--- config.mk ---
export PLATFORM = sky130hd
export DESIGN_NAME = fpnew_pipe_in_skid
export DESIGN_NICKNAME = d
export VERILOG_FILES = /design/src/rtl/fpnew_pipe_in_skid.sv
export SDC_FILE = /design/constraint.sdc
export NUM_CORES = 1
export LEC_CHECK = 0
export BUFFER_PORTS_ARGS = -buffer_cell sky130_fd_sc_hd__buf_2
export CORE_ASPECT_RATIO = 1.2
export CORE_MARGIN = 5
export CORE_UTILIZATION = 49
export CTS_CLUSTER_DIAMETER = 200
export CTS_CLUSTER_SIZE = 10
export DETAILED_ROUTE_END_ITERATION = 16
export PLACE_DENSITY_LB_ADDON = 0.3
export SYNTH_ARGS = -nofsm -noshare
export SYNTH_HDL_FRONTEND = slang
export SYNTH_SLANG_ARGS = --single-unit
export TNS_END_PERCENT = 1
--- constraint.sdc ---
create_clock -name clk_i -period 1.4 [get_ports clk_i]
set_input_delay 0.14 -clock clk_i [delete_from_list [all_inputs] [get_ports clk_i]]
set_output_delay 0.14 -clock clk_i [all_outputs]
set_load 0.05 [all_outputs]
--- src/rtl/fpnew_pipe_in_skid.sv ---
// rtl/fpnew_pipe_in_skid.sv - Skid-buffered, bubble-collapsing input pipeline for an FPU operation unit
package fpnew_pkg;
    typedef enum logic [2:0] {
        RNE = 3'b000, RTZ = 3'b001, RDN = 3'b010, RUP = 3'b011,
        RMM = 3'b100, ROD = 3'b101, DYN = 3'b111
    } roundmode_e;

    typedef enum logic [3:0] {
        FMADD, FNMSUB, ADD, MUL, DIV, SQRT, SGNJ, MINMAX,
        CMP, CLASSIFY, F2F, F2I, I2F, CPKAB, CPKCD
    } operation_e;
endpackage

module fpnew_pipe_in_skid #(
    parameter int unsigned Width       = 32,
    parameter int unsigned NumOperands = 3,
    parameter int unsigned NumPipeRegs = 0,
    parameter type         TagType     = logic,
    parameter type         AuxType     = logic
) (
    input  logic                              clk_i,
    input  logic                              rst_ni,
    input  logic [NumOperands-1:0][Width-1:0] operands_i,
    input  logic [NumOperands-1:0]            is_boxed_i,
    input  fpnew_pkg::roundmode_e             rnd_mode_i,
    input  fpnew_pkg::operation_e             op_i,
    input  logic                              op_mod_i,
    input  TagType                            tag_i,
    input  AuxType                            aux_i,
    input  logic                              in_valid_i,
    output logic                              in_ready_o,
    input  logic                              flush_i,
    output logic [NumOperands-1:0][Width-1:0] operands_o,
    output logic [NumOperands-1:0]            is_boxed_o,
    output fpnew_pkg::roundmode_e             rnd_mode_o,
    output fpnew_pkg::operation_e             op_o,
    output logic                              op_mod_o,
    output TagType                            tag_o,
    output AuxType                            aux_o,
    output logic                              out_valid_o,
    input  logic                              out_ready_i,
    output logic                              busy_o,
    output logic [$clog2(NumPipeRegs+3)-1:0]  occupancy_o
);
    localparam int unsigned OccWidth = $clog2(NumPipeRegs + 3);

    typedef struct packed {
        logic [NumOperands-1:0][Width-1:0] operands;
        logic [NumOperands-1:0]            is_boxed;
        fpnew_pkg::roundmode_e             rnd_mode;
        fpnew_pkg::operation_e             op;
        logic                              op_mod;
        TagType                            tag;
        AuxType                            aux;
    } payload_t;

    payload_t in_pl, out_pl;
    payload_t h_q, h_d, k_q, k_d;
    logic     valid_h_q, valid_h_d, valid_k_q, valid_k_d;
    logic     rdy_down, h_adv, accept;

    assign in_pl = '{operands: operands_i, is_boxed: is_boxed_i, rnd_mode: rnd_mode_i,
                     op: op_i, op_mod: op_mod_i, tag: tag_i, aux: aux_i};

    // Ready toward the issue side comes straight from a flop: only an empty skid slot matters.
    assign in_ready_o = ~valid_k_q;
    assign accept     = in_valid_i & in_ready_o;
    assign h_adv      = valid_h_q & rdy_down;

    always_comb begin
        valid_h_d = valid_h_q;
        valid_k_d = valid_k_q;
        h_d       = h_q;
        k_d       = k_q;
        if (valid_k_q) begin
            if (h_adv) begin
                valid_h_d = 1'b1;
                h_d       = k_q;
                valid_k_d = 1'b0;
            end
        end else if (accept) begin
            if (!valid_h_q || h_adv) begin
                valid_h_d = 1'b1;
                h_d       = in_pl;
            end else begin
                valid_k_d = 1'b1;
                k_d       = in_pl;
            end
        end else if (!valid_h_q || h_adv) begin
            valid_h_d = 1'b0;
        end
        if (flush_i) begin
            valid_h_d = 1'b0;
            valid_k_d = 1'b0;
        end
    end

    always_ff @(posedge clk_i) begin
        if (!rst_ni) begin
            valid_h_q <= 1'b0;
            valid_k_q <= 1'b0;
            h_q       <= '0;
            k_q       <= '0;
        end else begin
            valid_h_q <= valid_h_d;
            valid_k_q <= valid_k_d;
            h_q       <= h_d;
            k_q       <= k_d;
        end
    end

    if (NumPipeRegs == 0) begin : g_no_stages
        assign rdy_down    = out_ready_i;
        assign out_valid_o = valid_h_q;
        assign out_pl      = h_q;
        assign occupancy_o = OccWidth'(valid_h_q) + OccWidth'(valid_k_q);
    end else begin : g_stages
        logic     [NumPipeRegs-1:0] valid_q, valid_d, rdy;
        payload_t [NumPipeRegs-1:0] pl_q, pl_d;
        logic     [NumPipeRegs:0]   chain_v;
        payload_t [NumPipeRegs:0]   chain_pl;

        // Entry i of the chain feeds stage i; entry 0 is the head, the top entry is the output.
        assign chain_v  = {valid_q, valid_h_q};
        assign chain_pl = {pl_q, h_q};

        // A stage is ready if the output is ready or any stage at or after it is empty.
        always_comb begin : p_rdy
            logic acc;
            acc = out_ready_i;
            rdy = '0;
            for (int i = int'(NumPipeRegs) - 1; i >= 0; i--) begin
                acc    = acc | ~valid_q[i];
                rdy[i] = acc;
            end
        end

        always_comb begin
            valid_d = valid_q;
            pl_d    = pl_q;
            for (int i = 0; i < int'(NumPipeRegs); i++) begin
                if (rdy[i]) begin
                    valid_d[i] = chain_v[i];
                    if (chain_v[i]) pl_d[i] = chain_pl[i];
                end
            end
            if (flush_i) valid_d = '0;
        end

        always_ff @(posedge clk_i) begin
            if (!rst_ni) begin
                valid_q <= '0;
                pl_q    <= '0;
            end else begin
                valid_q <= valid_d;
                pl_q    <= pl_d;
            end
        end

        always_comb begin
            occupancy_o = OccWidth'(valid_h_q) + OccWidth'(valid_k_q);
            for (int i = 0; i < int'(NumPipeRegs); i++) begin
                occupancy_o = occupancy_o + OccWidth'(valid_q[i]);
            end
        end

        assign rdy_down    = rdy[0];
        assign out_valid_o = chain_v[NumPipeRegs];
        assign out_pl      = chain_pl[NumPipeRegs];
    end

    assign busy_o     = (occupancy_o != '0);
    assign operands_o = out_pl.operands;
    assign is_boxed_o = out_pl.is_boxed;
    assign rnd_mode_o = out_pl.rnd_mode;
    assign op_o       = out_pl.op;
    assign op_mod_o   = out_pl.op_mod;
    assign tag_o      = out_pl.tag;
    assign aux_o      = out_pl.aux;
endmodule

-- Word level (Yosys, flattened, before mapping)
Cells that the tools add are included.
W data, S select, Z words.
- register bits: 220
- bits in latches: 0
- bits in writable memories: 0
- bits in read-only memories: 0
- output and inout bits: 114
- logic and storage cells: 49
- memories: 0
- $add $sub $neg: 1
- $mul: 0
- divide/modulo/power cells: 0
- $lt $le $gt $ge: 0
- equality and inequality tests: 1
- shift operators: 0
- muxes and demuxes: 13
- bitwise logic cells: 5
- reduce and logical (&&, ||, !) cells: 9
- operators with widths (operator ; count):
    $mux W109 ; 4
    $mux W1 ; 9
    $reduce_and A3 Y1 ; 2
    $reduce_bool A2 Y1 ; 3
    $not A1 Y1 ; 3
    $add A1 B1 Y2 ; 1
    $and A1 B1 Y1 ; 2
    $ne A2 B1 Y1 const B ; 1
    $reduce_and A2 Y1 ; 1
    $reduce_or A2 Y1 ; 1
    $logic_not A1 Y1 ; 1
    $logic_or A1 B1 Y1 ; 1

-- Longest topological paths before layout
- word-level depth: 5
- gate-level depth with buffers: 7
- gate-level depth less buffers: 3

-- Worst setup path after synthesis
Ideal clock, no wire load.
- path kind: reg2out
- start: register valid_k_q
- end: output occupancy_o[0]
- data arrival time: 1.554 ns
- required time: 1.260 ns
- setup slack: -0.294 ns
- stages on the path, launching flop included: 6
- path through: dfxtp_1 > buf_2 > buf_4 > buf_2 > inv_2 > ha_1
- longest elaborated chain between the ends: 1
- ends and longest elaborated chain (what ; line ; source):
    start, declared ; 59 ; logic valid_h_q, valid_h_d, valid_k_q, valid_k_d;
    start signal, assigned ; 106 ; valid_k_q <= valid_k_d;
    $add A1 B1 Y2 ; 116 ; assign occupancy_o = OccWidth'(valid_h_q) + OccWidth'(valid_k_q);
    end, declared ; 43 ; output logic [$clog2(NumPipeRegs+3)-1:0] occupancy_o
Every way passes these cells.

-- Final worst setup path
Same ends and word-level chain as after synthesis.

==> impl_metrics.tcl <==
set metrics [dict create \
    status "finished, violations left" \
    violations "negative setup slack" \
    clockPowerShare_pct 36.9 \
    fmax_mhz 636 \
    setup_viol_count_final 155 \
    fin_tns_setup_ps -9120 \
    numCtsBuffers 25 \
    wl_per_cell_um 15.0 \
    yosys_warnings 0 \
    cts_tree "built" \
    clock_path_buffers 3 \
    first_pass_iters 4 \
    cts.sinks 220 \
    area_delta_synth_final_pct 36.9 \
    rsz0062_at_grt "yes" \
    clk_latency_ps 500 \
    synth-seq-cells 220 \
    netlist_top_cells_area "dfxtp_1 (45%), nand2_1 (17%), mux2_1 (13%)" \
    synth_top_area_share_pct 45.4 \
    pwr-share-seq_pct 45.3 \
    rows 56 \
    cp.required_ps 1260 \
    r2r_slack_ps -130 \
    fp.coreArea_um2 19500 \
    syn-num-nets 1200 \
    die_w_um 138 \
    p_sw_mw 4.06 \
    syn_inst 1084 \
    drive_gt1_share_pct 21.9 \
    hold_ws_ps 120 \
    postRouteAntennaNets 0 \
    worst-setup-path-type "reg2out" \
    syn-cell-area_um2 9710 \
    r2r_cells 6 \
    start_util_pct 49.7 \
    hold_viol 0 \
    drtIter0Drc 377 \
    wirelength_mm 25.0 \
    grt_usage_pct 21.0 \
    clk_pin_slew_ps 50 \
    nets 1522 \
    place_congestion 0.767 \
    die_h_um 164 \
    worstReg2RegEnd "k_q[24]" \
    min_path_type "in2reg" \
    yosysTopAreaCell "dfxtp_1" \
    critPathCaptureType "output port" \
    hpwlAfterDp_mm 15.2 \
    synth_seq_area_share_pct 45.4 \
    start_kind "flop" \
    grt_pass1_wl_mm 40.5 \
    vias_per_cell 5.03 \
    worst_pin_slew_ps 352 \
    grt_pass1_vias 8309 \
    worstPathArrival_ps 1430 \
    p_sw_share_pct 27.5 \
    design.portCount 228 \
    io_buffers 227 \
    htreeDepth 1 \
    routed-via-count 8396 \
    final_core_util_pct 68.0 \
    p_int_mw 10.7 \
    r2r-start "valid_k_q" \
    synth_area_per_cell_um2 8.95 \
    min_period_over_period_pct 112 \
    min_path_cells 3 \
    route.detailed.drc 0 \
    slew_violations 0 \
    power.density_nw_per_um2 1110 \
    worst_hold_startpoint "rst_ni" \
    fin_skew_ps 9.36 \
    vdd_drop_max_mv 0.740 \
    drv_cap 0 \
    power_frac_comb_pct 17.8 \
    grt_overflow_total 0 \
    power.leakage_nw 5.82 \
    grt_antenna_before_repair 1 \
    holdPathEnd "operands_o[48]" \
    cp_max_fo 5 \
    clockRootBuffer "clkbuf_16" \
    dieArea_um2 22700 \
    grt_max_degree 60 \
    synth.distinct_cells 22 \
    fin_crit_ps 1570 \
    slew_headroom_pct 76.5 \
    fin_ws_ps -172 \
]
per-stage QoR:
step	instances	area, um2	power [mW]	setup slack (ps)
final	1668	13300	14.7	-172
after global routing	1668	13300	15.4	-218
after CTS	1667	13300	14.9	-195
after detailed placement	1522	11400	9.14	-8.15
after global placement	1522	11400	9.11	32.0
after floorplan	1084	9740	8.43	2.81
sequential cells by signal (all words and copies together) (netlist names):
register and count:
k_q 109, valid_k_q 1, out_valid_o 1, is_boxed_o 3, operands_o 96, op_o 4, aux_o 1, rnd_mode_o 3
tag_o 1, op_mod_o 1
worst max-delay path: stages (launching register included):
cell,delay (ps)
dfxtp_4,390
buf_12,120
inv_8,30
ha_4,250
buf_8,140
routing by layer:
| metal | global-route usage [%] | up-vias | part of all wire, % |
|---|---|---|---|
| met4 | 7.32 | 0 | 2.8 |
| li1 | - | 4182 | - |
| met5 | 0 | - | 0 |
| met3 | 4.54 | 60 | 5.7 |
| met2 | 38.0 | 218 | 50 |
| met1 | 24.8 | 3936 | 42 |
cell families (layout without fill, tap and decap cells):
kind of cell,Yosys count,after routing,share of synthesized area (%)
other cells,0,1,0
mux,218,218,23.9
simple gates,443,443,17.4
buf+inv,88,410,4.45
flops,220,220,45.4
compound gates,113,113,8.67
fa+ha+maj,2,2,0.258
how the worst max path moves through the flow:
stage | start | end | depth (start not counted)
after detailed placement | out_valid_o | operands_o[73] | 5
after global routing | valid_k_q | occupancy_o[0] | 4
after floorplan | valid_k_q | busy_o | 6
after CTS | valid_k_q | occupancy_o[0] | 4
final | valid_k_q | occupancy_o[0] | 4
after global placement | valid_k_q | occupancy_o[1] | 3
layout make-up:
class                           count  area [um2]
Sequential cell                   220        4410
Tap cell                          261         327
Inverter                            3        22.5
Multi-Input combinational cell    776        4940
Fill cell                        1448        6260
Antenna cell                        1        2.50
Clock buffer                       27         633
Timing Repair Buffer              380        2950
synthesized netlist by cell type, drive strengths merged:
master,count
and2,1
nor3,1
dfxtp,220
nor2,1
nand4bb,1
a21o,1
mux2,109
nand2,437
buf,53
nand2b,1
a21boi,109
ha,2
and4bb,1
o22ai,1
inv,3
mux2i,109
a21oi,2
clkbuf,32
power by group through the flow:
stage | clock [mW] | combinational, mW | sequential [mW]
finish | 5.45 | 2.62 | 6.68
global route | 5.88 | 2.79 | 6.71
CTS | 5.62 | 2.61 | 6.68
detailed placement | 0 | 2.33 | 6.81
global placement | 0 | 2.30 | 6.80
floorplan | 0 | 0.850 | 7.58
placed cells by master, fill, tap and decap left out, drive strengths merged:
cell and count:
a21boi 109, a21o 1, a21oi 2, and2 1, and4bb 1, buf 266, bufbuf 1, clkbuf 28
clkinvlp 1, dfxtp 220, diode 1, dlygate4sd3 112, ha 2, inv 2, mux2 109, mux2i 109
nand2 437, nand2b 1, nand4bb 1, nor2 1, nor3 1, o22ai 1
timing repair:
| action | 4_1_cts | 5_1_grt |
|---|---|---|
| gates resized for setup | 14 | 8 |
| endpoints found under the hold margin | 111 | 0 |
| buffers inserted | 5 | 0 |
| pin swaps | 1 | 1 |
| hold buffers | 112 | 0 |
| endpoints found under the setup margin | 21 | 212 |
| gates cloned | 1 | 0 |
No activity file was read; power rests on OpenSTA's default activity.
